### config.mk
export PLATFORM = sky130hd
export DESIGN_NAME = ahb_decoder_mux_flat
export DESIGN_NICKNAME = d
export VERILOG_FILES = /design/src/rtl/ahb_decoder_mux_pkg.sv /design/src/rtl/ahb_decoder_mux_if.sv /design/src/rtl/ahb_decoder_mux_default_slave.sv /design/src/rtl/ahb_decoder_mux.sv /design/src/flat_wrapper.sv
export SDC_FILE = /design/constraint.sdc
export NUM_CORES = 1
export LEC_CHECK = 0
export BUFFER_PORTS_ARGS = -buffer_cell sky130_fd_sc_hd__buf_2
export CELL_PAD_IN_SITES_DETAIL_PLACEMENT = 2
export CELL_PAD_IN_SITES_GLOBAL_PLACEMENT = 2
export CORE_AREA = 2 2 141 143
export CTS_BUF_LIST = sky130_fd_sc_hd__clkbuf_8
export CTS_CLUSTER_DIAMETER = 30
export DETAILED_ROUTE_END_ITERATION = 10
export DIE_AREA = 0 0 143 145
export PLACE_DENSITY_LB_ADDON = 0.15
export SLEW_MARGIN = 15
export SYNTH_ARGS = -nofsm -noshare
export SYNTH_HDL_FRONTEND = slang
export SYNTH_SLANG_ARGS = --single-unit
### constraint.sdc
create_clock -name HCLK -period 5.8 [get_ports HCLK]
set_clock_uncertainty 0.15 [all_clocks]
set_input_delay 0.29 -clock HCLK [delete_from_list [all_inputs] [get_ports HCLK]]
set_output_delay 0.29 -clock HCLK [all_outputs]
set_load 0.05 [all_outputs]
### src/rtl/ahb_decoder_mux_pkg.sv
// Shared AHB-Lite codes and types for the decoder/mux slice.
package ahb_decoder_mux_pkg;
  localparam logic [1:0] HTRANS_IDLE   = 2'b00;
  localparam logic [1:0] HTRANS_BUSY   = 2'b01;
  localparam logic [1:0] HTRANS_NONSEQ = 2'b10;
  localparam logic [1:0] HTRANS_SEQ    = 2'b11;

  localparam logic [1:0] HRESP_OKAY  = 2'b00;
  localparam logic [1:0] HRESP_ERROR = 2'b01;
  localparam logic [1:0] HRESP_RETRY = 2'b10;
  localparam logic [1:0] HRESP_SPLIT = 2'b11;

  localparam int MAX_SLV = 8;

  typedef enum logic [1:0] {D_OKAY, D_ERR1, D_ERR2} dflt_state_e;

  // Data-phase owner: either the default slave or slot idx.
  typedef struct packed {
    logic       dflt;
    logic [2:0] idx;
  } dsel_t;

  localparam dsel_t DSEL_RST = '{dflt: 1'b1, idx: 3'd0};
endpackage

### src/rtl/ahb_decoder_mux_if.sv
// Bus bundle between the master side, the slave slots and the decoder/mux.
interface ahb_decoder_mux_if #(parameter int NUM_SLV = 8);
  logic [31:0]           HADDR;
  logic [1:0]            HTRANS;
  logic [NUM_SLV-1:0]    HSEL;
  logic [NUM_SLV-1:0]    s_HREADY;
  logic [2*NUM_SLV-1:0]  s_HRESP;
  logic [32*NUM_SLV-1:0] s_HRDATA;
  logic                  HREADY;
  logic [1:0]            HRESP;
  logic [31:0]           HRDATA;
  logic [7:0]            err_cnt;

  modport master (
    output HADDR, HTRANS, s_HREADY, s_HRESP, s_HRDATA,
    input  HSEL, HREADY, HRESP, HRDATA, err_cnt
  );
  modport slave (
    input  HADDR, HTRANS, s_HREADY, s_HRESP, s_HRDATA,
    output HSEL, HREADY, HRESP, HRDATA, err_cnt
  );
endinterface

### src/rtl/ahb_decoder_mux_default_slave.sv
// Default slave: two-cycle ERROR for active transfers into unmapped space,
// plus a saturating count of those errors.
module ahb_default_slave
  import ahb_decoder_mux_pkg::*;
(
  input  logic       HCLK,
  input  logic       HRESETn,
  input  logic       sel,
  input  logic [1:0] HTRANS,
  output logic       ready,
  output logic [1:0] resp,
  output logic [7:0] err_cnt
);
  dflt_state_e state, nxt;
  logic unused_trans0;
  assign unused_trans0 = HTRANS[0];

  always_ff @(posedge HCLK or negedge HRESETn) begin
    if (!HRESETn) state <= D_OKAY;
    else          state <= nxt;
  end

  always_comb begin
    nxt   = state;
    ready = 1'b1;
    resp  = HRESP_OKAY;
    case (state)
      D_OKAY: if (sel && HTRANS[1]) nxt = D_ERR1;
      D_ERR1: begin
        ready = 1'b0;
        resp  = HRESP_ERROR;
        nxt   = D_ERR2;
      end
      D_ERR2: begin
        resp = HRESP_ERROR;
        nxt  = (sel && HTRANS[1]) ? D_ERR1 : D_OKAY;
      end
      default: nxt = D_OKAY;
    endcase
  end

  // D_ERR1 always exits, so nxt==D_ERR1 marks exactly one entry per error.
  always_ff @(posedge HCLK or negedge HRESETn) begin
    if (!HRESETn)                           err_cnt <= 8'h00;
    else if (nxt == D_ERR1 && err_cnt != 8'hFF) err_cnt <= err_cnt + 8'h01;
  end
endmodule

### src/rtl/ahb_decoder_mux.sv
// AHB-Lite address decoder and data-phase response mux with an internal
// default slave for unmapped or disabled slots.
module ahb_decoder_mux
  import ahb_decoder_mux_pkg::*;
#(
  parameter int         NUM_SLV = 8,
  parameter int         SEL_LSB = 16,
  parameter logic [7:0] SLV_EN  = 8'hFF
) (
  input  logic           HCLK,
  input  logic           HRESETn,
  ahb_decoder_mux_if.slave bus
);
  logic [2:0]  idx;
  logic        hit;
  dsel_t       dsel;
  logic        d_ready;
  logic [1:0]  d_resp;

  logic [MAX_SLV-1:0]       rdy_a;
  logic [MAX_SLV-1:0][1:0]  rsp_a;
  logic [MAX_SLV-1:0][31:0] dat_a;

  logic unused_addr;
  assign unused_addr = ^bus.HADDR[SEL_LSB-1:0];

  assign idx = bus.HADDR[SEL_LSB+2:SEL_LSB];
  assign hit = ((bus.HADDR >> (SEL_LSB + 3)) == 32'd0) &&
               (int'(idx) < NUM_SLV) && SLV_EN[idx];

  // Unpopulated array entries tie to 0 so the mux index never leaves range.
  for (genvar i = 0; i < MAX_SLV; i++) begin : g_slot
    if (i < NUM_SLV) begin : g_on
      assign bus.HSEL[i] = hit && (idx == 3'(i));
      assign rdy_a[i]    = bus.s_HREADY[i];
      assign rsp_a[i]    = bus.s_HRESP[2*i +: 2];
      assign dat_a[i]    = bus.s_HRDATA[32*i +: 32];
    end else begin : g_off
      assign rdy_a[i] = 1'b0;
      assign rsp_a[i] = 2'b00;
      assign dat_a[i] = 32'h0;
    end
  end

  always_ff @(posedge HCLK or negedge HRESETn) begin
    if (!HRESETn)        dsel <= DSEL_RST;
    else if (bus.HREADY) dsel <= '{dflt: !hit, idx: idx};
  end

  always_comb begin
    bus.HREADY = d_ready;
    bus.HRESP  = d_resp;
    bus.HRDATA = 32'h0;
    if (!dsel.dflt) begin
      bus.HREADY = rdy_a[dsel.idx];
      bus.HRESP  = rsp_a[dsel.idx];
      bus.HRDATA = dat_a[dsel.idx];
    end
  end

  ahb_default_slave u_dflt (
    .HCLK    (HCLK),
    .HRESETn (HRESETn),
    .sel     (bus.HREADY && !hit),
    .HTRANS  (bus.HTRANS),
    .ready   (d_ready),
    .resp    (d_resp),
    .err_cnt (bus.err_cnt)
  );
endmodule

### src/flat_wrapper.sv
// flat-port wrapper written by rule: the top's interface ports become plain ports
module ahb_decoder_mux_flat import ahb_decoder_mux_pkg::*;
#(
  parameter int         NUM_SLV = 8,
  parameter int         SEL_LSB = 16,
  parameter logic [7:0] SLV_EN  = 8'hFF
)
  (HCLK, HRESETn, bus_HADDR, bus_HTRANS, bus_s_HREADY, bus_s_HRESP, bus_s_HRDATA, bus_HSEL, bus_HREADY, bus_HRESP, bus_HRDATA, bus_err_cnt);
  ahb_decoder_mux_if #(.NUM_SLV(NUM_SLV)) bus_i ();
  input  logic HCLK;
  input  logic HRESETn;
  input wire logic [$bits(bus_i.HADDR)-1:0] bus_HADDR;
  input wire logic [$bits(bus_i.HTRANS)-1:0] bus_HTRANS;
  input wire logic [$bits(bus_i.s_HREADY)-1:0] bus_s_HREADY;
  input wire logic [$bits(bus_i.s_HRESP)-1:0] bus_s_HRESP;
  input wire logic [$bits(bus_i.s_HRDATA)-1:0] bus_s_HRDATA;
  output wire logic [$bits(bus_i.HSEL)-1:0] bus_HSEL;
  output wire logic [$bits(bus_i.HREADY)-1:0] bus_HREADY;
  output wire logic [$bits(bus_i.HRESP)-1:0] bus_HRESP;
  output wire logic [$bits(bus_i.HRDATA)-1:0] bus_HRDATA;
  output wire logic [$bits(bus_i.err_cnt)-1:0] bus_err_cnt;
  assign bus_i.HADDR = bus_HADDR;
  assign bus_i.HTRANS = bus_HTRANS;
  assign bus_i.s_HREADY = bus_s_HREADY;
  assign bus_i.s_HRESP = bus_s_HRESP;
  assign bus_i.s_HRDATA = bus_s_HRDATA;
  assign bus_HSEL = bus_i.HSEL;
  assign bus_HREADY = bus_i.HREADY;
  assign bus_HRESP = bus_i.HRESP;
  assign bus_HRDATA = bus_i.HRDATA;
  assign bus_err_cnt = bus_i.err_cnt;
  ahb_decoder_mux #(.NUM_SLV(NUM_SLV), .SEL_LSB(SEL_LSB), .SLV_EN(SLV_EN)) u_core (.HCLK(HCLK), .HRESETn(HRESETn), .bus(bus_i));
endmodule
==> results.sh <==
export IMPL_avgSynthCellArea_um2=12.0
export IMPL_critical_path_endpoint_type="output port"
export IMPL_synth_top_flop_cell="dfrtp_1"
export IMPL_route_detailed_drc=0
export IMPL_timing_worst_setup_path_type="reg2out"
export IMPL_initial_core_util=0.158
export IMPL_path_clk_slew_ns=0.06
export IMPL_cts_tree="yes"
export IMPL_hold_depth=2
export IMPL_slew_headroom=0.394
export IMPL_crit_fanout=43
export IMPL_fmax_mhz=297
export IMPL_reg2reg_slack_ns=3.01
export IMPL_route_detailed_wl_per_inst_um=21.9
export IMPL_num_fill_cells=2242
export IMPL_min_from="bus_HADDR[16]"
export IMPL_async_flop_share=1.00
export IMPL_leakagePower_nw=2.60
export IMPL_boundaryPins=367
export IMPL_clk_latency_ns=0.25
export IMPL_areaGrowthSynthToFinish_pct=68.6
export IMPL_combPwrFrac=0.746
export IMPL_maxCapViolations=0
export IMPL_r2r_cells=5
export IMPL_ys_ff_latch=14
export IMPL_final_layout_size_suffix_gt1_frac=0.753
export IMPL_viasPerCell=4.44
export IMPL_cts_sinks=14
export IMPL_grt_max_degree=44
export IMPL_timing_rr_end="u_core.dsel[2]"
export IMPL_postSynthCellCount=252
export IMPL_cp_required_ns=5.36
export IMPL_dp_hpwl_um=16400
export IMPL_seq_power_share=0.181
export IMPL_io_buffers=349
export IMPL_synth_nets=574
export IMPL_timing_rr_start="u_core.dsel[0]"
export IMPL_grt_usage=0.174
export IMPL_peakVddDrop_v=0.000129
export IMPL_die_w_um=143
export IMPL_postRouteAntennaNets=0
export IMPL_post_cts_buffers=0
export IMPL_cts_max_level=1
export IMPL_antenna_found_initial=5
export IMPL_fp_dieH_um=145
export IMPL_power_frac_clock=0.073
export IMPL_arrival_ns=2.93
export IMPL_ys_types=33
export IMPL_grt_pass1_vias=4342
export IMPL_worst_slew_pin_transition_ns=0.908
export IMPL_outcome="finished clean"
export IMPL_switching_share=0.456
export IMPL_num_rows=51
export IMPL_hold_viol=0
export IMPL_setup_viol=0
export IMPL_synth_area_um2=3030
export IMPL_first_pass_iters=5
export IMPL_p_int_w=0.000753
export IMPL_p_per_area_nw_per_um2=271
export IMPL_num_vias=3789
export IMPL_cts_buffers=3
export IMPL_finalCriticalPeriod_ns=3.37
export IMPL_synth_enable_flop_cells=0
export IMPL_wirelength_um=18700
export IMPL_ys_seq_area_frac=0.116
export IMPL_slew_violations=0
export IMPL_switchingPower_w=0.000631
export IMPL_grt_pass1_wl_um=27200
export IMPL_final_setup_tns_ns=0
export IMPL_min_to="u_core.dsel[0]"
export IMPL_startpoint_type="flip-flop"
export IMPL_overflow=0
export IMPL_holdWs_ns=0.164
export IMPL_fin_crit_sh=0.581
export IMPL_gp_congestion=0.849
export IMPL_clockRootBuffer="clkbuf_8"
export IMPL_core_area_um2=19200
export IMPL_clk_path_buf_depth=2
export IMPL_rsz0062_at_grt="false"
export IMPL_first_iter_violations=95
export IMPL_final_nets=909
export IMPL_die_area_um2=20700
export IMPL_yosysWarnings=0
export IMPL_hold_path_class="in2reg"
==> synth_stat cells, types with 2 or more instances <==
master | count | share of area
buf_1 | 3 | 0.0037
buf_2 | 9 | 0.015
nand4_1 | 4 | 0.0083
dfrtp_1 | 13 | 0.11
nand2_1 | 8 | 0.0099
o21ai_0 | 2 | 0.0033
mux2_4 | 2 | 0.0099
nand2b_1 | 3 | 0.0062
nor3_1 | 3 | 0.0050
mux4_2 | 70 | 0.52
clkbuf_1 | 11 | 0.014
nor4_1 | 2 | 0.0041
nand3_1 | 3 | 0.0050
mux2i_1 | 34 | 0.11
nor2_1 | 43 | 0.053
inv_1 | 4 | 0.0050
xor2_1 | 5 | 0.014
ha_1 | 6 | 0.025
and3_1 | 2 | 0.0041
mux2_1 | 2 | 0.0074
mux2_2 | 3 | 0.011
a21oi_1 | 9 | 0.015
==> power groups by stage <==
stage	clock network [W]	logic, W	registers, W
final	0.000101	0.00103	0.000250
after detailed placement	0	0.00105	0.000261
after global placement	0	0.00103	0.000257
after CTS	0.000103	0.00106	0.000259
after floorplan	0	0.000802	0.000222
after global routing	0.000107	0.00112	0.000272
==> through the flow <==
step | setup WS, ns | utilization | instance area [um^2] | instances | total power [W]
2_1_floorplan | 3.06 | - | 3030 | 252 | 0.00102
3_3_place_gp | 2.60 | 0.262 | 5030 | 846 | 0.00129
3_5_place_dp | 2.55 | 0.262 | 5030 | 846 | 0.00131
4_1_cts | 2.26 | 0.265 | 5100 | 851 | 0.00142
5_1_grt | 2.14 | 0.266 | 5100 | 853 | 0.00150
6_report | 2.43 | 0.266 | 5110 | 854 | 0.00138
==> placed cells by master, fill, tap and decap left out <==
cell	count
dfstp_2	1
mux2_4	2
o21bai_1	1
a21oi_1	9
nand4_1	4
o211ai_2	1
nor2b_1	1
dlygate4sd3_1	1
mux2_2	3
mux2_1	2
nor4_1	2
ha_1	6
and3_1	2
nand4_4	1
buf_4	4
o21ai_0	2
dfrtp_1	10
nand3_1	3
mux4_2	70
buf_2	349
diode_2	3
inv_1	4
nand3b_1	1
xor2_1	5
or2_2	1
and2_1	1
dfrtp_4	1
dfrtp_2	2
a21boi_2	1
nand2b_1	3
mux2i_1	34
clkbuf_8	4
nor2_2	1
nor3_1	3
nor2_1	43
nand2_1	8
==> critical path, stage by stage, from the launching register on <==
cell and delay (ns):
dfrtp_4 0.97, buf_4 0.60, mux4_2 0.59, mux2i_1 0.17, nor2_1 0.07, buf_2 0.25
==> registers in the layout, indices dropped and copies added, names as in the netlist <==
register	count
u_core.u_dflt.err_cnt	8
u_core.dsel	4
u_core.u_dflt.state	2
==> worst max-delay path by stage <==
stage                              start              to  slack, ns
after floorplan            bus_HADDR[26]     bus_HSEL[0]       3.06
after global placement    u_core.dsel[0]  bus_HRDATA[10]       2.60
after detailed placement  u_core.dsel[0]  bus_HRDATA[16]       2.55
after CTS                 u_core.dsel[0]  bus_HRDATA[16]       2.26
after global routing      u_core.dsel[0]  bus_HRDATA[15]       2.14
final                     u_core.dsel[0]  bus_HRDATA[16]       2.43
==> layout make-up <==
cell class	count	area, um^2	area share
inverter	4	15.0	0.00294
antenna	3	7.51	0.00147
clock buffer	4	55.1	0.0108
tap	265	332	0.0649
timing repair buffer	354	1790	0.350
multi-input combinational	210	2550	0.500
sequential	14	358	0.0701
==> per-layer routing <==
layer / vias up / track usage / wire [um]
met5: - / 0 / 27
met4: 4 / 0.0297 / 197
met3: 14 / 0.0366 / 1350
met2: 179 / 0.331 / 10400
met1: 1898 / 0.199 / 6740
li1: 1694 / - / -
==> kinds of logic after synthesis <==
family,after synthesis,synth area share
buffers and inverters,28,0.0409
xor gates and xnor gates,5,0.0145
DFF,14,0.116
AOI/OAI and AO/OA,14,0.0285
adders and majority gates,6,0.0248
and+or+nand+nor,74,0.114
muxes,111,0.662
==> timing repair <==
item / in CTS / in global routing
hold buffers: 1 / 0
hold endpoints to repair: 13 / 0
gates resized for setup: 0 / 0
(Power assumes the default switching activity.)
